`config.mk`:
```
export PLATFORM = sky130hd
export DESIGN_NAME = iecdrv_trackmem_arb
export DESIGN_NICKNAME = d
export VERILOG_FILES = /design/src/rtl/iecdrv_trackmem_arb.sv
export SDC_FILE = /design/constraint.sdc
export NUM_CORES = 1
export LEC_CHECK = 0
export BUFFER_PORTS_ARGS = -buffer_cell sky130_fd_sc_hd__buf_2
export CORE_MARGIN = 2
export CORE_UTILIZATION = 42
export CTS_BUF_LIST = sky130_fd_sc_hd__clkbuf_16
export CTS_CLUSTER_SIZE = 40
export DETAILED_ROUTE_END_ITERATION = 6
export GPL_TIMING_DRIVEN = 0
export PLACE_DENSITY = 0.72
export SLEW_MARGIN = 10
export SYNTH_ARGS = -nofsm -noshare
export SYNTH_HDL_FRONTEND = slang
export SYNTH_SLANG_ARGS = --single-unit
```
`constraint.sdc`:
```
create_clock -name clk -period 1.4 [get_ports clk]
set_input_delay 0.14 -clock clk [delete_from_list [all_inputs] [get_ports clk]]
set_output_delay 0.14 -clock clk [all_outputs]
set_load 0.02 [all_outputs]
```
`src/rtl/iecdrv_trackmem_arb.sv`:
```
// Track buffer port arbiter: drive side has priority, host side gets a starvation guard.
// Issues registered RAM commands and routes read data back to the owning requester.
module iecdrv_trackmem_arb #(
   parameter int unsigned ADDRWIDTH = 13,
   parameter int unsigned RD_LAT    = 2,
   parameter int unsigned MAXBURST  = 4
) (
   input  logic                 clk,
   input  logic                 reset_n,
   input  logic                 drv_req,
   input  logic                 drv_we,
   input  logic [ADDRWIDTH-1:0] drv_addr,
   input  logic [7:0]           drv_din,
   output logic                 drv_ack,
   output logic [7:0]           drv_dout,
   output logic                 drv_valid,
   input  logic                 host_req,
   input  logic                 host_we,
   input  logic [ADDRWIDTH-1:0] host_addr,
   input  logic [7:0]           host_din,
   output logic                 host_ack,
   output logic [7:0]           host_dout,
   output logic                 host_valid,
   output logic [ADDRWIDTH-1:0] mem_addr,
   output logic [7:0]           mem_din,
   output logic                 mem_wren,
   input  logic [7:0]           mem_q,
   output logic                 dirty,
   input  logic                 dirty_clr
);

   localparam int unsigned BurstW = $clog2(MAXBURST + 1);

   logic [BurstW-1:0]    burst_q, burst_d;
   logic [ADDRWIDTH-1:0] mem_addr_q, mem_addr_d;
   logic [7:0]           mem_din_q, mem_din_d;
   logic                 mem_wren_q, mem_wren_d;
   logic [RD_LAT:0]      tag_vld_q, tag_vld_d;
   logic [RD_LAT:0]      tag_own_q, tag_own_d;
   logic [7:0]           drv_dout_q, drv_dout_d, host_dout_q, host_dout_d;
   logic                 drv_valid_q, drv_valid_d, host_valid_q, host_valid_d;
   logic                 drv_wr_q, drv_wr_d;
   logic                 dirty_q, dirty_d;
   logic                 force_host, rd_grant;

   always_comb begin
      force_host = host_req & (burst_q == BurstW'(MAXBURST));
      drv_ack    = reset_n & drv_req & ~force_host;
      host_ack   = reset_n & host_req & ~drv_ack;
      rd_grant   = (drv_ack & ~drv_we) | (host_ack & ~host_we);
   end

   always_comb begin
      burst_d = burst_q;
      if (host_ack || !host_req) begin
         burst_d = '0;
      end else if (drv_ack && (burst_q != BurstW'(MAXBURST))) begin
         burst_d = burst_q + 1'b1;
      end
   end

   always_comb begin
      mem_addr_d = mem_addr_q;
      mem_din_d  = mem_din_q;
      mem_wren_d = 1'b0;
      if (drv_ack) begin
         mem_addr_d = drv_addr;
         mem_din_d  = drv_din;
         mem_wren_d = drv_we;
      end else if (host_ack) begin
         mem_addr_d = host_addr;
         mem_din_d  = host_din;
         mem_wren_d = host_we;
      end
   end

   // Tag slot RD_LAT lines up with the cycle mem_q carries that read's data.
   always_comb begin
      tag_vld_d    = {tag_vld_q[RD_LAT-1:0], rd_grant};
      tag_own_d    = {tag_own_q[RD_LAT-1:0], host_ack};
      drv_valid_d  = tag_vld_q[RD_LAT] & ~tag_own_q[RD_LAT];
      host_valid_d = tag_vld_q[RD_LAT] & tag_own_q[RD_LAT];
      drv_dout_d   = drv_valid_d ? mem_q : drv_dout_q;
      host_dout_d  = host_valid_d ? mem_q : host_dout_q;
   end

   // Set is delayed one cycle so it lands on the same edge as a clear issued right after it.
   always_comb begin
      drv_wr_d = drv_ack & drv_we;
      dirty_d  = drv_wr_q | (dirty_q & ~dirty_clr);
   end

   always_ff @(posedge clk or negedge reset_n) begin
      if (!reset_n) begin
         burst_q      <= '0;
         mem_addr_q   <= '0;
         mem_din_q    <= '0;
         mem_wren_q   <= 1'b0;
         tag_vld_q    <= '0;
         tag_own_q    <= '0;
         drv_dout_q   <= '0;
         host_dout_q  <= '0;
         drv_valid_q  <= 1'b0;
         host_valid_q <= 1'b0;
         drv_wr_q     <= 1'b0;
         dirty_q      <= 1'b0;
      end else begin
         burst_q      <= burst_d;
         mem_addr_q   <= mem_addr_d;
         mem_din_q    <= mem_din_d;
         mem_wren_q   <= mem_wren_d;
         tag_vld_q    <= tag_vld_d;
         tag_own_q    <= tag_own_d;
         drv_dout_q   <= drv_dout_d;
         host_dout_q  <= host_dout_d;
         drv_valid_q  <= drv_valid_d;
         host_valid_q <= host_valid_d;
         drv_wr_q     <= drv_wr_d;
         dirty_q      <= dirty_d;
      end
   end

   assign mem_addr   = mem_addr_q;
   assign mem_din    = mem_din_q;
   assign mem_wren   = mem_wren_q;
   assign drv_dout   = drv_dout_q;
   assign drv_valid  = drv_valid_q;
   assign host_dout  = host_dout_q;
   assign host_valid = host_valid_q;
   assign dirty      = dirty_q;

endmodule

```
==> flow_summary_export.csv, run 1 <==
group,metric,value,unit
run_status,status,"complete, but fails checks",
run_status,violations,"negative hold slack, negative setup slack",
floorplanning,coreArea,0.00514,sq mm
placement,io_buffers,97,
floorplanning,fp.dieW,77.3,um
drt,routedWlPerCell,15.4,um
clock_tree,cts_tree,"yes",
yosys,syn_avg_cell_area,11.1,sq um
yosys,synth_top_cell_area_share,56.6,%
drt,first_pass_iters,5,
sta,setup_viol,14,
critical_path,ff2ff_setup_slack,-40,ps
sta,fin_ws,-128,ps
yosys,synth_nets,262,
sta,period_needed,1530,ps
cells_and_area,diodes,0,
global_route,grt_pass1_wl,9.62,mm
yosys,synth-edff-count,0,
cells_and_area,drive_gt1_share,47.3,%
sta,worst_pin_slew,548,ps
clock_tree,clock-sinks,51,
pwr,p_per_area,1330,mW/mm^2
sta,maxSlewViolCount,0,
global_route,grt_use_met3,5.65,%
flow_run,maxCapViolations,0,
floorplanning,die_area,0.00597,sq mm
global_route,grt_usage,20.2,%
sta,clock_skew,7.61,ps
yosys,synthAdderAreaFrac,1.11,%
yosys,synth-xor-area-share,0,%
critical_path,endpoint_kind,"primary output",
clock_tree,htree_levels,2,
yosys,ys_types,29,
global_route,antenna_found_initial,0,
clock_tree,cts-buffers-inserted,5,
yosys,synth_area_leaders,"dfrtp_1, a41oi_1, mux2_1",
clock_tree,cts_buffer_depth,2,
cells_and_area,nFillCells,445,
drt,routed_wl,5.93,mm
critical_path,crit_required,1260,ps
critical_path,ff2ff_path_depth,7,
sta,timing.fmax,0.655,GHz
floorplanning,die_y,77.3,um
critical_path,crit_family,"flip-flops",
yosys,synth-seq-cells,51,
yosys,synth-main-ff-cell,"dfrtp_1",
yosys,synth_simple_gate_area_share,7.94,%
sta,grt_setup_unrepaired,"true",
global_route,grt_pass1_vias,2017,
yosys,synth_top_cell_by_area,"dfrtp_1",
critical_path,cp_slowest_cell,"dfrtp_1",
global_route,use_met1,25.6,%
pwr,p_leak,1.52,nW
floorplanning,io_pins,100,
critical_path,timing.critical_path.mode_cell,"nand3_4",
drt,drc_errors,0,
drt,ant_nets,0,
drt,route.vias.total,2053,
cells_and_area,area_growth,44.2,%
critical_path,worst-path-buf-inv,3,
yosys,seq_area_frac_synth,56.6,%
pwr,power.total,0.00432,W
global_route,grt_max_degree,56,
yosys,synth_top_family_by_area,"compound AO/OA/AOI/OAI gates",
global_route,overflow,0,
placement,routabilityCongestion,0.780,
floorplanning,row_count,26,
sta,period_share,109,%
clock_tree,clkTransAtPathRegs,70,ps
critical_path,r2r_start,"burst_q[0]$_DFFE_PN0P_",
critical_path,setup.worst_path.start_class,"flip-flop",
yosys,synthMuxAreaShare,7.99,%
global_route,grtUsageMet2,34.3,%
cells_and_area,fin_nets,373,
critical_path,r2r_end,"mem_addr[10]$_DFFE_PN0P_",
yosys,synth_area,0.00225,sq mm
critical_path,crit_chain,"inv_2 -> ha_4 -> nand3_4 -> nand3_4 -> clkinv_4 -> nor2_4 -> buf_6",
critical_path,cp_max_fo,3,
yosys,synthCells,203,
drt,drt_iter0_markers,93,
yosys,ys_async_sr_fraction,100,%
pwr,peakVddDrop,0.637,mV
critical_path,critPathMaxStageDelay,390,ps
placement,dp_hpwl,4.00,mm
critical_path,critPathKind,"flip-flop to primary output",
clock_tree,clock_latency,290,ps
critical_path,arrival,1390,ps
sta,finalHoldViolCount,51,
yosys,synth_compound_area_share,20.5,%
sta,hold_ws,-280,ps
global_route,grt-busiest-layer,"met2",
yosys,ys.warnings.count,0,
floorplanning,start_util,43.9,%
hold_path,hold_path.class,"primary input to asynchronous set/reset pin",
clock_tree,root_buffer,"clkbuf_16",
sta,slew_headroom,63.5,%
drt,viasPerCell,5.33,
## cell type report
| type | instances | area (sq um) | area share, % |
|---|---|---|---|
| clock inverter | 3 | 67.6 | 2.08 |
| sequential | 51 | 1280 | 39.2 |
| inverter | 5 | 23.8 | 0.731 |
| buffer | 19 | 136 | 4.19 |
| tap | 70 | 87.6 | 2.69 |
| clock buffer | 5 | 125 | 3.85 |
| multi-input combinational | 128 | 970 | 29.8 |
| timing repair buffer | 104 | 566 | 17.4 |
## state kept, by name, summed over array words and instances, names as in the netlist, 3 cells and up
name       cells
burst_q        3
drv_dout       8
host_dout      8
mem_addr      13
mem_din        8
tag_own_q      3
tag_vld_q      3
## worst max-delay path by stage
stage                                      start                     end  slack (ps)  cells past startpoint
after floorplan           burst_q[0]$_DFFE_PN0P_  tag_vld_q[0]$_DFF_PN0_          60                      6
final                     burst_q[0]$_DFFE_PN0P_                host_ack        -130                      7
after detailed placement                 reset_n                host_ack        -790                      6
after CTS                 burst_q[1]$_DFFE_PN0P_                host_ack        -100                      7
after global routing      burst_q[0]$_DFFE_PN0P_                host_ack        -180                      7
after global placement                   reset_n                host_ack        -800                      6
## per-layer routing
metal  part of all wire [%]  wire length [um]
met1                     43              2570
met3                    7.4               436
met4                   0.62                37
met5                      0                 0
met2                     49              2880
## metrics by stage
step | instances | utilization (%) | instance area, sq um | TNS (ps) | worst slack [ps]
3_5_place_dp | 370 | 55.2 | 2840 | -21250 | -795
2_1_floorplan | 203 | - | 2260 | 0 | 60.6
4_1_cts | 383 | 62.2 | 3200 | -200 | -96.3
3_3_place_gp | 370 | 55.2 | 2840 | -21090 | -801
6_report | 385 | 63.3 | 3250 | -472 | -128
5_1_grt | 385 | 63.3 | 3250 | -1870 | -184
## cells in the mapped netlist (2+ instances only)
cell      instances
nand2_1           3
inv_1             4
nor2_1           24
nor2b_1           3
dfrtp_1          51
buf_4             3
o21a_1            3
o21ai_1          22
ha_1              2
a41oi_1          21
a21oi_1          21
mux2_1           16
clkbuf_1          2
buf_2            12
buf_6             2
## report_power, final
part,leakage [nW],switching [W],internal [W]
Sequential,0.610,0.0000992,0.00169
Clock,0.0900,0.000520,0.00102
Combinational,0.821,0.000600,0.000390
## cells in the final DEF, fill, tap and decap left out, types with 2 or more instances in the layout
cell | netlist | routed
bufinv_16 | 0 | 2
clkbuf_1 | 2 | 2
nor2_1 | 24 | 23
inv_2 | 0 | 2
nor2b_1 | 3 | 3
dfrtp_1 | 51 | 51
nand3_4 | 0 | 2
o21ai_1 | 22 | 20
a41oi_2 | 0 | 10
buf_6 | 2 | 7
a21oi_1 | 21 | 21
mux2_1 | 16 | 16
o21a_1 | 3 | 3
inv_1 | 4 | 2
o21ai_2 | 0 | 2
buf_4 | 3 | 8
nand2_1 | 3 | 3
clkbuf_16 | 0 | 5
a41oi_1 | 21 | 11
buf_2 | 12 | 104
## what timing repair did
item                                    in CTS  in global routing
gates resized for setup                     27                  8
pin swaps                                    4                  3
gates cloned                                 0                  0
buffers inserted                             5                  2
endpoints found under the hold margin       51                 51
endpoints found under the setup margin      30                 23
## cells by family after synthesis
family | after synthesis
AOI/OAI and AO/OA | 72
adders and majority gates | 2
DFF | 51
muxes | 16
and+or+nand+nor | 38
buffers and inverters | 24
Note: power is estimated with default switching activity, not from simulation.
==> run 2, diff against run 1 <==
==> constraint.sdc (replaced) <==
create_clock -name clk -period 1.4 [get_ports clk]
set_input_delay 0.07 -clock clk [delete_from_list [all_inputs] [get_ports clk]]
set_output_delay 0.07 -clock clk [all_outputs]
set_load 0.02 [all_outputs]
==> run 2 against run 1 <==
Compared with the run above:
- the flow still finishes with violations (negative hold slack, negative setup slack)
- die area is the same
- utilization is 0.68 points higher
- via count shrank 0.58%
- cell area is 1.1% higher
- cell count stayed put
- routed wire length decreased by 0.79%
- critical path type unchanged
- largest cell class unchanged
==> flow_summary_export.csv, run 2 (synthesis results as in run 1) <==
group,metric,value,unit
run_status,status,"complete, but fails checks",
run_status,violations,"negative hold slack, negative setup slack",
sta,slew_headroom,57.4,%
pwr,p_per_area,1210,mW/mm^2
clock_tree,clock-sinks,51,
sta,tns,-4.75,ps
critical_path,timing.critical_path.mode_cell,"nand3_4",
cells_and_area,mostFrequentLayoutCell,"buf_2",
global_route,grt_use_met3,6.12,%
clock_tree,clkTransAtPathRegs,60,ps
critical_path,setup.worst_path.start_class,"flip-flop",
pwr,power.total,0.00396,W
critical_path,cp_slowest_cell,"dfrtp_1",
critical_path,crit_chain,"inv_2 -> ha_4 -> nand3_4 -> nand3_4 -> inv_4 -> nor2_4 -> buf_6",
placement,place_area,0.00284,sq mm
clock_tree,htree_levels,2,
sta,period_share,100,%
global_route,grt-busiest-layer,"met2",
critical_path,critPathKind,"flip-flop to primary output",
critical_path,ff2ff_setup_slack,30,ps
global_route,overflow,0,
critical_path,cp_max_fo,3,
drt,route.vias.total,2041,
pwr,peakVddDrop,0.645,mV
clock_tree,cts_tree,"yes",
placement,routabilityCongestion,0.796,
drt,ant_nets,0,
cells_and_area,area_growth,45.8,%
clock_tree,clock_latency,280,ps
pwr,p_leak,1.51,nW
global_route,grt_max_degree,56,
floorplanning,start_util,43.9,%
global_route,grt_pass1_wl,9.48,mm
critical_path,ff2ff_path_depth,7,
critical_path,critPathMaxStageDelay,390,ps
sta,timing.fmax,0.712,GHz
floorplanning,row_count,26,
critical_path,crit_required,1330,ps
cells_and_area,fin_nets,373,
cells_and_area,nFillCells,424,
floorplanning,coreArea,0.00514,sq mm
cells_and_area,layout_common_cells,"buf_2, dfrtp_1, nor2_1",
drt,drt_iter0_markers,71,
global_route,antenna_found_initial,0,
cells_and_area,largest_reg_flops,13,
clock_tree,root_buffer,"clkbuf_16",
floorplanning,die_y,77.3,um
cells_and_area,instances_no_fill,385,
drt,routed_wl,5.88,mm
sta,worst_pin_slew,639,ps
global_route,grt_usage,19.9,%
hold_path,hold_path.class,"primary input to asynchronous set/reset pin",
floorplanning,die_area,0.00597,sq mm
flow_run,maxCapViolations,0,
sta,setup_viol,1,
clock_tree,hold_buffers,1,
critical_path,crit_path_start,"burst_q[1]$_DFFE_PN0P_",
drt,viasPerCell,5.30,
sta,hold_ws,-365,ps
sta,period_needed,1400,ps
sta,maxSlewViolCount,0,
cells_and_area,drive_gt1_share,49.8,%
critical_path,arrival,1330,ps
global_route,grtUsageMet2,33.6,%
cells_and_area,diodes,0,
placement,dp_cells,370,
critical_path,r2r_start,"burst_q[1]$_DFFE_PN0P_",
sta,grt_setup_unrepaired,"true",
drt,routedWlPerCell,15.3,um
drt,first_pass_iters,4,
floorplanning,fp.dieW,77.3,um
critical_path,r2r_end,"mem_din[2]$_DFFE_PN0P_",
critical_path,endpoint_kind,"primary output",
floorplanning,io_pins,100,
drt,drc_errors,0,
sta,finalHoldViolCount,51,
clock_tree,cts-buffers-inserted,5,
clock_tree,cts_buffer_depth,2,
cells_and_area,fin_util,63.9,%
placement,dp_hpwl,3.98,mm
global_route,grt_pass1_vias,2004,
sta,fin_ws,-4.75,ps
sta,clock_skew,2.35,ps
placement,io_buffers,97,
cells_and_area,stdcell_area,0.00329,sq mm
global_route,use_met1,24.9,%
[run 2: cell count changes in the layout (fill, tap and decap cells not counted), sizes merged]
| cell | before | now |
|---|---|---|
| buf | 121 | 120 |
| dlygate4sd3 | 0 | 1 |
| bufinv | 2 | 0 |
| inv | 4 | 5 |
| clkinvlp | 1 | 2 |
[run 2: how the worst max path moves through the flow]
stage,depth (start not counted),end,slack [ps]
2_1_floorplan,6,tag_vld_q[0]$_DFF_PN0_,-6
5_1_grt,6,host_ack,-70
4_1_cts,7,host_ack,-50
3_5_place_dp,5,mem_addr[7]$_DFFE_PN0P_,-740
3_3_place_gp,5,mem_addr[11]$_DFFE_PN0P_,-680
6_report,7,host_ack,-5
[run 2: layout make-up]
type,count,area (sq um),share of cell area [%]
repair buffers,104,566,17.2
inverters,5,21.3,0.647
clock buffers,5,125,3.81
well taps,70,87.6,2.66
plain buffers,19,158,4.80
clock inverters,3,20.0,0.609
multi-input cells,128,1030,31.4
flip-flops and latches,51,1280,38.8
[run 2: worst max-delay path, delay by kind of cell (launching register included)]
kind | cells | cell delay, ps
DFF | 1 | 390
buffers and inverters | 3 | 250
adders and majority gates | 1 | 140
and+or+nand+nor | 3 | 260
[run 2: per-stage QoR]
| step | setup WS [ps] | hold slack, ps |
|---|---|---|
| after floorplan | -5.68 | -226 |
| after global placement | -683 | 283 |
| after detailed placement | -736 | 281 |
| after CTS | -51.4 | -295 |
| after global routing | -70.4 | -335 |
| final | -4.75 | -365 |
[run 2: timing repair]
action,in CTS,in global routing
pin swaps,4,10
gates resized for setup,24,25
endpoints found under the setup margin,30,24
endpoints found under the hold margin,52,51
buffers inserted,5,1
[run 2: per-layer routing]
metal  wire length (um)  share of wire [%]
met5                  0                  0
met4                 49               0.83
met3                400                6.8
met2               2780                 47
met1               2650                 45
[run 2: where the power goes]
group	leakage, nW	total (W)	internal, W	switching (W)
clock network	0.0658	0.00117	0.000658	0.000516
logic	0.836	0.00100	0.000392	0.000609
registers	0.610	0.00179	0.00169	0.0000968
